<file path="src/rtl/free_list_if.sv">
// Dispatch, retire and recovery signals of the physical-tag free list,
// plus read-only views of its pointers for checkers.
`ifndef SYS_PHYS_REG
`define SYS_PHYS_REG 6
`endif
`ifndef SYS_ROB_ADDR_WIDTH
`define SYS_ROB_ADDR_WIDTH 5
`endif

// Handshake: dis_alloc_en[s] is a request with no stall. Counting requesting
// slots from slot 2 down, a slot is granted when its rank is below
// fl_avail_cnt, and only then is fl_alloc_tag[s] meaningful (else 0).
// fl_retire_en_mask[s] is a valid-only push with no backpressure.
interface free_list_if;
  logic [2:0]                          dis_alloc_en;
  logic [2:0][`SYS_PHYS_REG-1:0]       fl_alloc_tag;
  logic [1:0]                          fl_avail_cnt;
  logic [2:0]                          fl_retire_en_mask;
  logic [2:0][`SYS_PHYS_REG-1:0]       fl_retire_tag;
  logic                                fch_rec_enable;
  logic [`SYS_ROB_ADDR_WIDTH:0]        fl_recover_dis;
  logic [`SYS_ROB_ADDR_WIDTH:0]        fl_free_count;
  logic                                fl_overflow_err;
  logic [`SYS_ROB_ADDR_WIDTH-1:0]      dbg_head;
  logic [`SYS_ROB_ADDR_WIDTH-1:0]      dbg_tail;
  logic [`SYS_ROB_ADDR_WIDTH:0]        dbg_valid_count;

  modport master (
    output dis_alloc_en, fl_retire_en_mask, fl_retire_tag,
           fch_rec_enable, fl_recover_dis,
    input  fl_alloc_tag, fl_avail_cnt, fl_free_count, fl_overflow_err,
           dbg_head, dbg_tail, dbg_valid_count
  );

  modport slave (
    input  dis_alloc_en, fl_retire_en_mask, fl_retire_tag,
           fch_rec_enable, fl_recover_dis,
    output fl_alloc_tag, fl_avail_cnt, fl_free_count, fl_overflow_err,
           dbg_head, dbg_tail, dbg_valid_count
  );
endinterface

</file>
<file path="src/rtl/free_list.sv">
// Circular free list of physical register tags: three allocations and three
// retire-time releases per cycle, with head rollback on precise-state recovery.
module free_list #(
  parameter int FL_DEPTH = 32
) (
  input  logic       clock,
  input  logic       reset,
  free_list_if.slave fl
);
  // Pointers wrap by natural overflow, so FL_DEPTH must be a power of two.
  localparam int PW = $clog2(FL_DEPTH);
  localparam int AW = `SYS_ROB_ADDR_WIDTH;
  localparam int TW = `SYS_PHYS_REG;
  localparam int CW = AW + 1;
  localparam int SW = CW + 2;

  logic [TW-1:0]        tag_mem [FL_DEPTH];
  logic [PW-1:0]        head, tail, head_next;
  logic [CW-1:0]        valid_count, inflight, valid_next, inflight_next;
  logic                 overflow_err;
  logic [1:0]           avail, grant_cnt, push_cnt;
  logic [PW-1:0]        push_ptr [3];
  logic [2:0][TW-1:0]   alloc_tag;
  logic [SW-1:0]        valid_sum, inflight_sum;
  logic                 valid_over;

  always_comb begin
    avail = (valid_count > CW'(3)) ? 2'd3 : valid_count[1:0];
    if (fl.fch_rec_enable && reset) avail = 2'd0;
  end

  // Grants are taken strictly from registered entries; a same-cycle push is
  // never visible here. Reset suppresses every grant.
  always_comb begin
    grant_cnt = 2'd0;
    alloc_tag = '0;
    for (int s = 2; s >= 0; s--) begin
      if (reset && fl.dis_alloc_en[s] && (grant_cnt < avail)) begin
        alloc_tag[s] = tag_mem[head + PW'(grant_cnt)];
        grant_cnt    = grant_cnt + 2'd1;
      end
    end
  end

  always_comb begin
    push_cnt = 2'd0;
    for (int s = 2; s >= 0; s--) begin
      push_ptr[s] = tail + PW'(push_cnt);
      if (fl.fl_retire_en_mask[s]) push_cnt = push_cnt + 2'd1;
    end
  end

  always_comb begin
    inflight_sum = SW'(inflight) + SW'(grant_cnt);
    if (fl.fch_rec_enable) begin
      head_next     = head - PW'(fl.fl_recover_dis);
      valid_sum     = SW'(valid_count) + SW'(fl.fl_recover_dis) + SW'(push_cnt);
      inflight_next = '0;
    end else begin
      head_next = head + PW'(grant_cnt);
      valid_sum = SW'(valid_count) - SW'(grant_cnt) + SW'(push_cnt);
      if (inflight_sum < SW'(push_cnt))
        inflight_next = '0;
      else if (inflight_sum - SW'(push_cnt) > SW'(FL_DEPTH))
        inflight_next = CW'(FL_DEPTH);
      else
        inflight_next = CW'(inflight_sum - SW'(push_cnt));
    end
    valid_over = valid_sum > SW'(FL_DEPTH);
    valid_next = valid_over ? CW'(FL_DEPTH) : valid_sum[CW-1:0];
  end

  // Architectural tags occupy the low half of the tag space; the free list
  // starts holding the upper FL_DEPTH tags.
  always_ff @(posedge clock or negedge reset) begin
    if (!reset) begin
      for (int i = 0; i < FL_DEPTH; i++)
        tag_mem[i] <= TW'(2**TW - FL_DEPTH + i);
      head         <= '0;
      tail         <= '0;
      valid_count  <= CW'(FL_DEPTH);
      inflight     <= '0;
      overflow_err <= 1'b0;
    end else begin
      for (int s = 0; s < 3; s++)
        if (fl.fl_retire_en_mask[s]) tag_mem[push_ptr[s]] <= fl.fl_retire_tag[s];
      head        <= head_next;
      tail        <= tail + PW'(push_cnt);
      valid_count <= valid_next;
      inflight    <= inflight_next;
      if (valid_over) overflow_err <= 1'b1;
    end
  end

  assign fl.fl_alloc_tag    = alloc_tag;
  assign fl.fl_avail_cnt    = avail;
  assign fl.fl_free_count   = inflight;
  assign fl.fl_overflow_err = overflow_err;
  assign fl.dbg_head        = AW'(head);
  assign fl.dbg_tail        = AW'(tail);
  assign fl.dbg_valid_count = valid_count;
endmodule

</file>
<file path="src/flat_wrapper.sv">
// flat-port wrapper written by rule: the top's interface ports become plain ports
module free_list_flat 
#(
  parameter int FL_DEPTH = 32
)
  (clock, reset, fl_dis_alloc_en, fl_fl_retire_en_mask, fl_fl_retire_tag, fl_fch_rec_enable, fl_fl_recover_dis, fl_fl_alloc_tag, fl_fl_avail_cnt, fl_fl_free_count, fl_fl_overflow_err, fl_dbg_head, fl_dbg_tail, fl_dbg_valid_count);
  free_list_if fl_i ();
  input  logic clock;
  input  logic reset;
  input wire logic [$bits(fl_i.dis_alloc_en)-1:0] fl_dis_alloc_en;
  input wire logic [$bits(fl_i.fl_retire_en_mask)-1:0] fl_fl_retire_en_mask;
  input wire logic [$bits(fl_i.fl_retire_tag)-1:0] fl_fl_retire_tag;
  input wire logic [$bits(fl_i.fch_rec_enable)-1:0] fl_fch_rec_enable;
  input wire logic [$bits(fl_i.fl_recover_dis)-1:0] fl_fl_recover_dis;
  output wire logic [$bits(fl_i.fl_alloc_tag)-1:0] fl_fl_alloc_tag;
  output wire logic [$bits(fl_i.fl_avail_cnt)-1:0] fl_fl_avail_cnt;
  output wire logic [$bits(fl_i.fl_free_count)-1:0] fl_fl_free_count;
  output wire logic [$bits(fl_i.fl_overflow_err)-1:0] fl_fl_overflow_err;
  output wire logic [$bits(fl_i.dbg_head)-1:0] fl_dbg_head;
  output wire logic [$bits(fl_i.dbg_tail)-1:0] fl_dbg_tail;
  output wire logic [$bits(fl_i.dbg_valid_count)-1:0] fl_dbg_valid_count;
  assign fl_i.dis_alloc_en = fl_dis_alloc_en;
  assign fl_i.fl_retire_en_mask = fl_fl_retire_en_mask;
  assign fl_i.fl_retire_tag = fl_fl_retire_tag;
  assign fl_i.fch_rec_enable = fl_fch_rec_enable;
  assign fl_i.fl_recover_dis = fl_fl_recover_dis;
  assign fl_fl_alloc_tag = fl_i.fl_alloc_tag;
  assign fl_fl_avail_cnt = fl_i.fl_avail_cnt;
  assign fl_fl_free_count = fl_i.fl_free_count;
  assign fl_fl_overflow_err = fl_i.fl_overflow_err;
  assign fl_dbg_head = fl_i.dbg_head;
  assign fl_dbg_tail = fl_i.dbg_tail;
  assign fl_dbg_valid_count = fl_i.dbg_valid_count;
  free_list #(.FL_DEPTH(FL_DEPTH)) u_core (.clock(clock), .reset(reset), .fl(fl_i));
endmodule
</file>
<file path="config.mk">
export PLATFORM = sky130hd
export DESIGN_NAME = free_list_flat
export DESIGN_NICKNAME = d
export VERILOG_FILES = /design/src/rtl/free_list_if.sv /design/src/rtl/free_list.sv /design/src/flat_wrapper.sv
export SDC_FILE = /design/constraint.sdc
export NUM_CORES = 1
export LEC_CHECK = 0
export BUFFER_PORTS_ARGS = -buffer_cell sky130_fd_sc_hd__buf_2
export CORE_MARGIN = 4
export CORE_UTILIZATION = 32
export DETAILED_ROUTE_END_ITERATION = 8
export SYNTH_ARGS = -nofsm -noshare
export SYNTH_HDL_FRONTEND = slang
export SYNTH_SLANG_ARGS = --single-unit
</file>
<file path="constraint.sdc">
create_clock -name clock -period 6.9 [get_ports clock]
set_input_delay 0.345 -clock clock [delete_from_list [all_inputs] [get_ports clock]]
set_output_delay 0.345 -clock clock [all_outputs]
set_load 0.1 [all_outputs]
</file>
## Word-level counts from Yosys, hierarchy flattened

Index checks and enable logic that the tools add are counted.

| word-level totals | value |
|---|---|
| bits in registers | 215 |
| input bits | 33 |
| logic and storage cells | 124 |

| operators by class | value |
|---|---|
| add/subtract/negate cells | 17 |
| magnitude comparators | 16 |
| muxes and demuxes | 38 |
| bitwise gates (word level) | 6 |
| reductions and logical operators | 10 |

Operators with widths:

| cell | number |
|---|---|
| $bwmux W192 | 3 |
| $mux W192 | 3 |
| $mux W6 | 16 |
| $bmux W6 S5 | 3 |
| $demux W6 S5 | 3 |
| $ge A6 B6 Y1 const B | 6 |
| $not A5 Y6 | 6 |
| $add A5 B2 Y5 | 4 |
| $lt A6 B1 Y1 const B | 3 |
| $add A8 B2 Y8 | 2 |
| $gt A8 B6 Y1 const B | 2 |
| $mux W2 | 6 |
| $add A5 B1 Y5 | 2 |
| $logic_and A1 B1 Y1 | 10 |
| $lt A8 B2 Y1 | 1 |
| $mux W8 | 1 |
| $sub A8 B2 Y8 | 1 |
| $add A6 B2 Y7 | 1 |
| $add A6 B6 Y7 | 1 |
| $sub A6 B2 Y7 | 1 |
| $gt A6 B2 Y1 const B | 1 |
| $mux W5 | 1 |
| $sub A5 B5 Y5 | 1 |
| $add A1 B1 Y2 const B | 2 |
| other kinds (5) | 7 |

## Logic depth before layout (Yosys ltp)

| logic depth | value |
|---|---|
| word-level depth | 18 |
| mapped depth | 26 |
| depth with buffers taken out | 24 |

## Worst setup path after synthesis

No wires, ideal clock.

| timing | value |
|---|---|
| kind | flip-flop to output port |
| from | register u_core.valid_count[2] (netlist: u_core.fl.dbg_valid_count[2]) |
| to | output fl_fl_alloc_tag[3] |
| data arrival time | 7896 ps |
| data required time | 6555 ps |
| setup slack | -1341 ps |
| cell stages (with the launch flop) | 17 |
| path buffers | 2 |
| cell sequence | dfrtp_1 or4_2 nor2_1 a21oi_1 nand2_1 nand2_1 nand3_1 ha_1 ha_1 ha_1 buf_1 buf_1 nand3_1 o2111ai_1 and3_1 o21ai_0 a311oi_1 |

| on the way | value |
|---|---|
| cells in the longest elaborated chain, start to end | 15 |
| elaborated cells on any way between the ends | 18 |

RTL lines:

| element | line | source |
|---|---|---|
| from (decl) | free_list.sv:19 | `logic [CW-1:0] valid_count, inflight, valid_next, inflight_next;` |
| from (signal assigned) | free_list.sv:81 | `valid_count <= CW'(FL_DEPTH);` |
| from (signal assigned) | free_list.sv:89 | `valid_count <= valid_next;` |
| $gt A6 B2 Y1 (*) | free_list.sv:28 | `avail = (valid_count > CW'(3)) ? 2'd3 : valid_count[1:0];` |
| $mux W2 (*) | free_list.sv:28 |  |
| $mux W2 (*) | free_list.sv:29 | `if (fl.fch_rec_enable && reset) avail = 2'd0;` |
| via fl_fl_avail_cnt[0] | flat_wrapper.sv:16 | `output wire logic [$bits(fl_i.fl_avail_cnt)-1:0] fl_fl_avail_cnt;` |
| $lt A1 B2 Y1 | free_list.sv:38 | `if (reset && fl.dis_alloc_en[s] && (grant_cnt < avail)) begin` |
| $logic_and A1 B1 Y1 | free_list.sv:38 |  |
| $mux W1 | free_list.sv:38 |  |
| $lt A1 B2 Y1 | free_list.sv:38 |  |
| $logic_and A1 B1 Y1 | free_list.sv:38 |  |
| $mux W2 | free_list.sv:38 |  |
| $add A5 B2 Y5 | free_list.sv:39 | `alloc_tag[s] = tag_mem[head + PW'(grant_cnt)];` |
| $not A5 Y6 (not written as such) | free_list.sv:39 |  |
| $bmux W6 S5 | free_list.sv:39 |  |
| $mux W6 (not written as such) (2 in series) | free_list.sv:39 |  |
| $mux W6 (*) | free_list.sv:38 |  |
| to (decl) | flat_wrapper.sv:15 | `output wire logic [$bits(fl_i.fl_alloc_tag)-1:0] fl_fl_alloc_tag;` |

The timed path passes the listed nets; every way through them passes the cells marked *. The select of a mux whose other input is x is not followed.

## Worst setup path after layout

| timing | value |
|---|---|
| from | register u_core.valid_count[3] (netlist: u_core.fl.dbg_valid_count[3]) |
| to | output fl_fl_alloc_tag[2] |

| on the way | value |
|---|---|
| cells in the longest elaborated chain, start to end | 15 |
| elaborated cells on any way between the ends | 18 |

RTL lines:

| element | line |
|---|---|
| $gt A6 B2 Y1 (*) | free_list.sv:28 |
| $mux W2 (*) | free_list.sv:28 |
| $mux W2 (*) | free_list.sv:29 |
| $lt A1 B2 Y1 | free_list.sv:38 |
| $logic_and A1 B1 Y1 | free_list.sv:38 |
| $mux W1 | free_list.sv:38 |
| $lt A1 B2 Y1 | free_list.sv:38 |
| $logic_and A1 B1 Y1 | free_list.sv:38 |
| $mux W2 | free_list.sv:38 |
| $add A5 B2 Y5 | free_list.sv:39 |
| $not A5 Y6 (not written as such) | free_list.sv:39 |
| $bmux W6 S5 | free_list.sv:39 |
| $mux W6 (not written as such) (2 in series) | free_list.sv:39 |
| $mux W6 (*) | free_list.sv:38 |

Every way passes the cells marked *; elsewhere a longest branch is shown, timed or not. The select of a mux whose other input is x is not followed.

==> impl_metrics.ini <==
[run_status]
status = finished, final reports clean

[clock_network]
cts_sinks = 215
worst_skew_pair.late_latency_ns = 0.57
cts_made_buffers = 29
cts_tree = built
ctsLongestPathBuffers = 3
clockRootBuffer = clkbuf_16
clk_pin_slew_worst_paths_ns = 0.06
h-tree-depth = 1

[routing]
routed_wirelength_um = 75100
via_per_inst = 6.36
post_drt_wl_per_cell_um = 28.4
first_pass_iters = 6
drt_iter0_markers = 1837
vias = 16800
drc_errors = 0
antenna_left = 0

[placed_design]
gp_congestion = 0.971
port-buffer-count = 75
place_inst = 2585
dp_hpwl_um = 50800
dpl_cell_area_mm2 = 0.0200

[critical_path]
cpMaxStageDelayCell = or4_2
critPathBufInv = 3
critPathTopFamily = simple AND/OR/NAND/NOR gates
path_cells = or4_2 -> nor2_1 -> a211o_1 -> nand2_1 -> nand2_1 -> nand3_1 -> inv_1 -> ha_1 -> xor2_1 -> ha_2 -> a21oi_2 -> xnor2_4 -> buf_4 -> mux4_2 -> mux4_2 -> nand2_1 -> a21oi_1 -> buf_2
max_stage_delay_ns = 0.73
cpMostUsedCell = nand2_1
r2r_slack_ns = 0.74
reg2reg_from = u_core.fl.dbg_valid_count[3]$_DFF_PN0_
worstPathArrival_ns = 6.14
startpoint_type = flip-flop
critPathMaxFanout = 22
ff2ff_path_depth = 21
crit_type = reg -> out
crit_required_ns = 6.55
worstReg2RegEnd = u_core.fl.fl_overflow_err$_DFFE_PN0P_
crit_path_end_kind = primary output

[synthesis]
yosysTopAreaCellShare_pct = 19.7
async_flop_share_pct = 100
post_synth.cell_area_avg_um2 = 10.1
netlist_area_mm2 = 0.0191
synth_area_leaders = mux4_2, dfstp_2, dfrtp_1, mux2i_1, a21o_1
yosys.area.top_type = mux4_2
ys_seq_area_share_pct = 28.9
ys_types = 74
synthCells = 1901
ys.flop_type = dfstp_2
ys_ff_latch = 215
synth.net_count = 1976
synth_edf_count = 0
yosys_warnings = 0

[finish]
layout.cells.non_filler = 2640
area_growth_pct = 9.68
fin_nets = 1919
drive_gt1_share_pct = 26.4
n_fill_cell = 5854
design_area_mm2 = 0.0210

[min_path]
hold_start = fl_fl_recover_dis[0]
min_to = u_core.fl.dbg_head[0]$_DFF_PN0_
worstHoldPathType = in -> reg
whs_path_depth = 4

[sta]
tns_ns = 0
grt_setup_unrepaired = false
fin_crit_ns = 6.48
worstMarginPinSlew_ns = 1.33
timing.slew.headroom_pct = 11.2
max_freq_ghz = 0.154
slew_violations = 0
fin_crit_sh_pct = 93.9
setup_viol = 0
hold_viol = 0
whs_ns = 0.246
skew_ns = 0.0194

[global_route]
track_usage_pct = 22.9
grt_max_degree = 70
first_global_vias = 16200
antenna_found_initial = 5
grt_pass1_wl_um = 110000
gr-total-overflow = 0

[die]
die_h_um = 252
core_area_mm2 = 0.0591
die_w_um = 252
dieArea_mm2 = 0.0637
io_pins = 76
initial_core_util_pct = 32.3
rows = 89

[power_and_ir_drop]
leakage_nw = 8.77
p_total_mw = 12.7
p_per_area_mw_per_mm2 = 606
peakVddDrop_mv = 0.300

[job]
cap_violations = 0
==> power breakdown <==
| part | switching [mW] | leakage (nW) | total, mW | internal, mW |
|---|---|---|---|---|
| Sequential | 0.966 | 2.42 | 3.12 | 2.16 |
| Clock | 0.603 | 0.467 | 1.52 | 0.919 |
| Combinational | 4.50 | 5.87 | 8.06 | 3.55 |
| Total | 6.07 | 8.77 | 12.7 | 6.63 |
==> cell families (layout without fill, tap and decap cells) <==
group | after synthesis | in the layout | synth area share (%)
other | 0 | 1 | 0
DFF | 215 | 215 | 28.9
muxes | 401 | 401 | 32.0
adders and majority gates | 43 | 43 | 3.11
and+or+nand+nor | 460 | 460 | 11.7
xor gates and xnor gates | 33 | 33 | 1.55
buffers and inverters | 215 | 180 | 4.41
AOI/OAI and AO/OA | 534 | 534 | 18.3
==> synthesized netlist by cell type, types with 4 or more instances <==
master     number
a211oi_1      107
a211oi_2        4
a21o_1        154
a21oi_1        78
a22oi_1         5
and3_1          5
buf_1          22
buf_2          17
clkbuf_1      146
dfrtp_1       102
dfstp_2       113
fa_1            8
ha_1           34
inv_1          26
mux2_2         13
mux2i_1       221
mux4_2        167
nand2_1       139
nand2b_1       10
nand3_1        29
nand3b_1       19
nor2_1        166
nor2b_1        12
nor3_1         18
nor3_2         14
nor3b_1         8
o2111ai_1       4
o211ai_1        4
o21a_1          5
o21ai_0       133
o21ai_1        10
or2_2           5
or3_1          10
xnor2_1        21
xor2_1         11
==> cell usage in the layout, fill, tap and decap left out, types with 7 or more instances in the layout <==
| master | netlist | layout |
|---|---|---|
| ha_1 | 34 | 30 |
| or3_1 | 10 | 10 |
| nor2b_1 | 12 | 12 |
| clkbuf_8 | 0 | 7 |
| nand3_1 | 29 | 29 |
| nand2_1 | 139 | 139 |
| a21oi_1 | 78 | 77 |
| o21ai_0 | 133 | 133 |
| clkbuf_1 | 146 | 10 |
| nor3b_1 | 8 | 8 |
| mux2i_1 | 221 | 221 |
| a21o_1 | 154 | 154 |
| a211oi_1 | 107 | 106 |
| dfrtp_1 | 102 | 100 |
| xnor2_1 | 21 | 18 |
| xor2_1 | 11 | 11 |
| nor3_1 | 18 | 17 |
| clkbuf_16 | 0 | 29 |
| buf_4 | 2 | 24 |
| mux2_2 | 13 | 13 |
| dfstp_2 | 113 | 113 |
| nand3b_1 | 19 | 19 |
| fa_1 | 8 | 8 |
| o21ai_1 | 10 | 10 |
| mux4_2 | 167 | 167 |
| nor3_2 | 14 | 15 |
| nor2_1 | 166 | 166 |
| nand2b_1 | 10 | 10 |
| inv_1 | 26 | 26 |
| buf_2 | 17 | 74 |
==> layout make-up <==
cell class / instances / area [um^2] / share of cell area (%)
antenna: 1 / 2.50 / 0.0119
clock buffer: 46 / 860 / 4.10
clock inverter: 7 / 85.1 / 0.406
inverter: 27 / 101 / 0.483
multi-input combinational: 1471 / 12900 / 61.3
sequential: 215 / 5530 / 26.4
tap: 773 / 967 / 4.61
timing repair buffer: 100 / 576 / 2.74
==> stage by stage <==
stage                     setup slack, ns  utilization, %
after floorplan                     0.195               -
after detailed placement            0.619            33.8
after global placement              0.855            33.8
final                               0.419            35.5
after global routing               0.0292            35.5
after CTS                           0.199            35.4
==> worst max-delay path by stage <==
| stage | from | to | slack (ns) | cells past startpoint |
|---|---|---|---|---|
| floorplan | u_core.fl.dbg_valid_count[2]$_DFF_PN0_ | fl_fl_alloc_tag[4] | 0.20 | 16 |
| global placement | u_core.fl.dbg_valid_count[4]$_DFF_PN0_ | u_core.fl.fl_free_count[1]$_DFF_PN0_ | 0.86 | 21 |
| detailed placement | u_core.fl.dbg_valid_count[3]$_DFF_PN0_ | u_core.fl.fl_free_count[1]$_DFF_PN0_ | 0.62 | 21 |
| CTS | u_core.fl.dbg_valid_count[3]$_DFF_PN0_ | fl_fl_alloc_tag[2] | 0.20 | 18 |
| global route | u_core.fl.dbg_valid_count[3]$_DFF_PN0_ | fl_fl_alloc_tag[2] | 0.03 | 18 |
| finish | u_core.fl.dbg_valid_count[3]$_DFF_PN0_ | fl_fl_alloc_tag[2] | 0.42 | 18 |
==> state kept, by name, indices dropped and copies added, names as in the netlist <==
register,count
u_core.fl.fl_overflow_err,1
u_core.fl.dbg_head,5
u_core.fl.dbg_valid_count,6
u_core.tag_mem,192
u_core.fl.fl_free_count,6
u_core.fl.dbg_tail,5
==> repair_timing <==
| item | in CTS | in global routing |
|---|---|---|
| hold endpoints to repair | 29 | 0 |
| buffers inserted | 0 | 0 |
| hold buffers | 1 | 0 |
| setup endpoints to repair | 0 | 8 |
| gates resized for setup | 0 | 3 |
==> worst reg2reg max path, cell delays in order, from the launching register on <==
cell and delay, ns:
dfrtp_1 0.44, or4_2 0.73, nor2_1 0.19, a211o_1 0.31, nand2_1 0.09, nand2_1 0.07
nand3_1 0.24, ha_1 0.47, o22ai_1 0.18, a22o_1 0.16, nand4_1 0.14, xnor2_1 0.38
ha_1 0.28, fa_1 0.42, inv_1 0.06, mux2_2 0.16, inv_1 0.06, fa_1 0.47
nand2b_1 0.18, or2_2 0.32, o31a_2 0.40, or3_1 0.31
==> layer usage <==
layer	wire length (um)	global-route usage [%]	vias to the layer above
met4	2970	7.99	8
li1	-	-	7047
met3	8940	5.75	196
met5	55	0	-
met1	30700	32.0	8457
met2	32500	34.7	1088
Note: power is estimated with default switching activity, not from simulation.
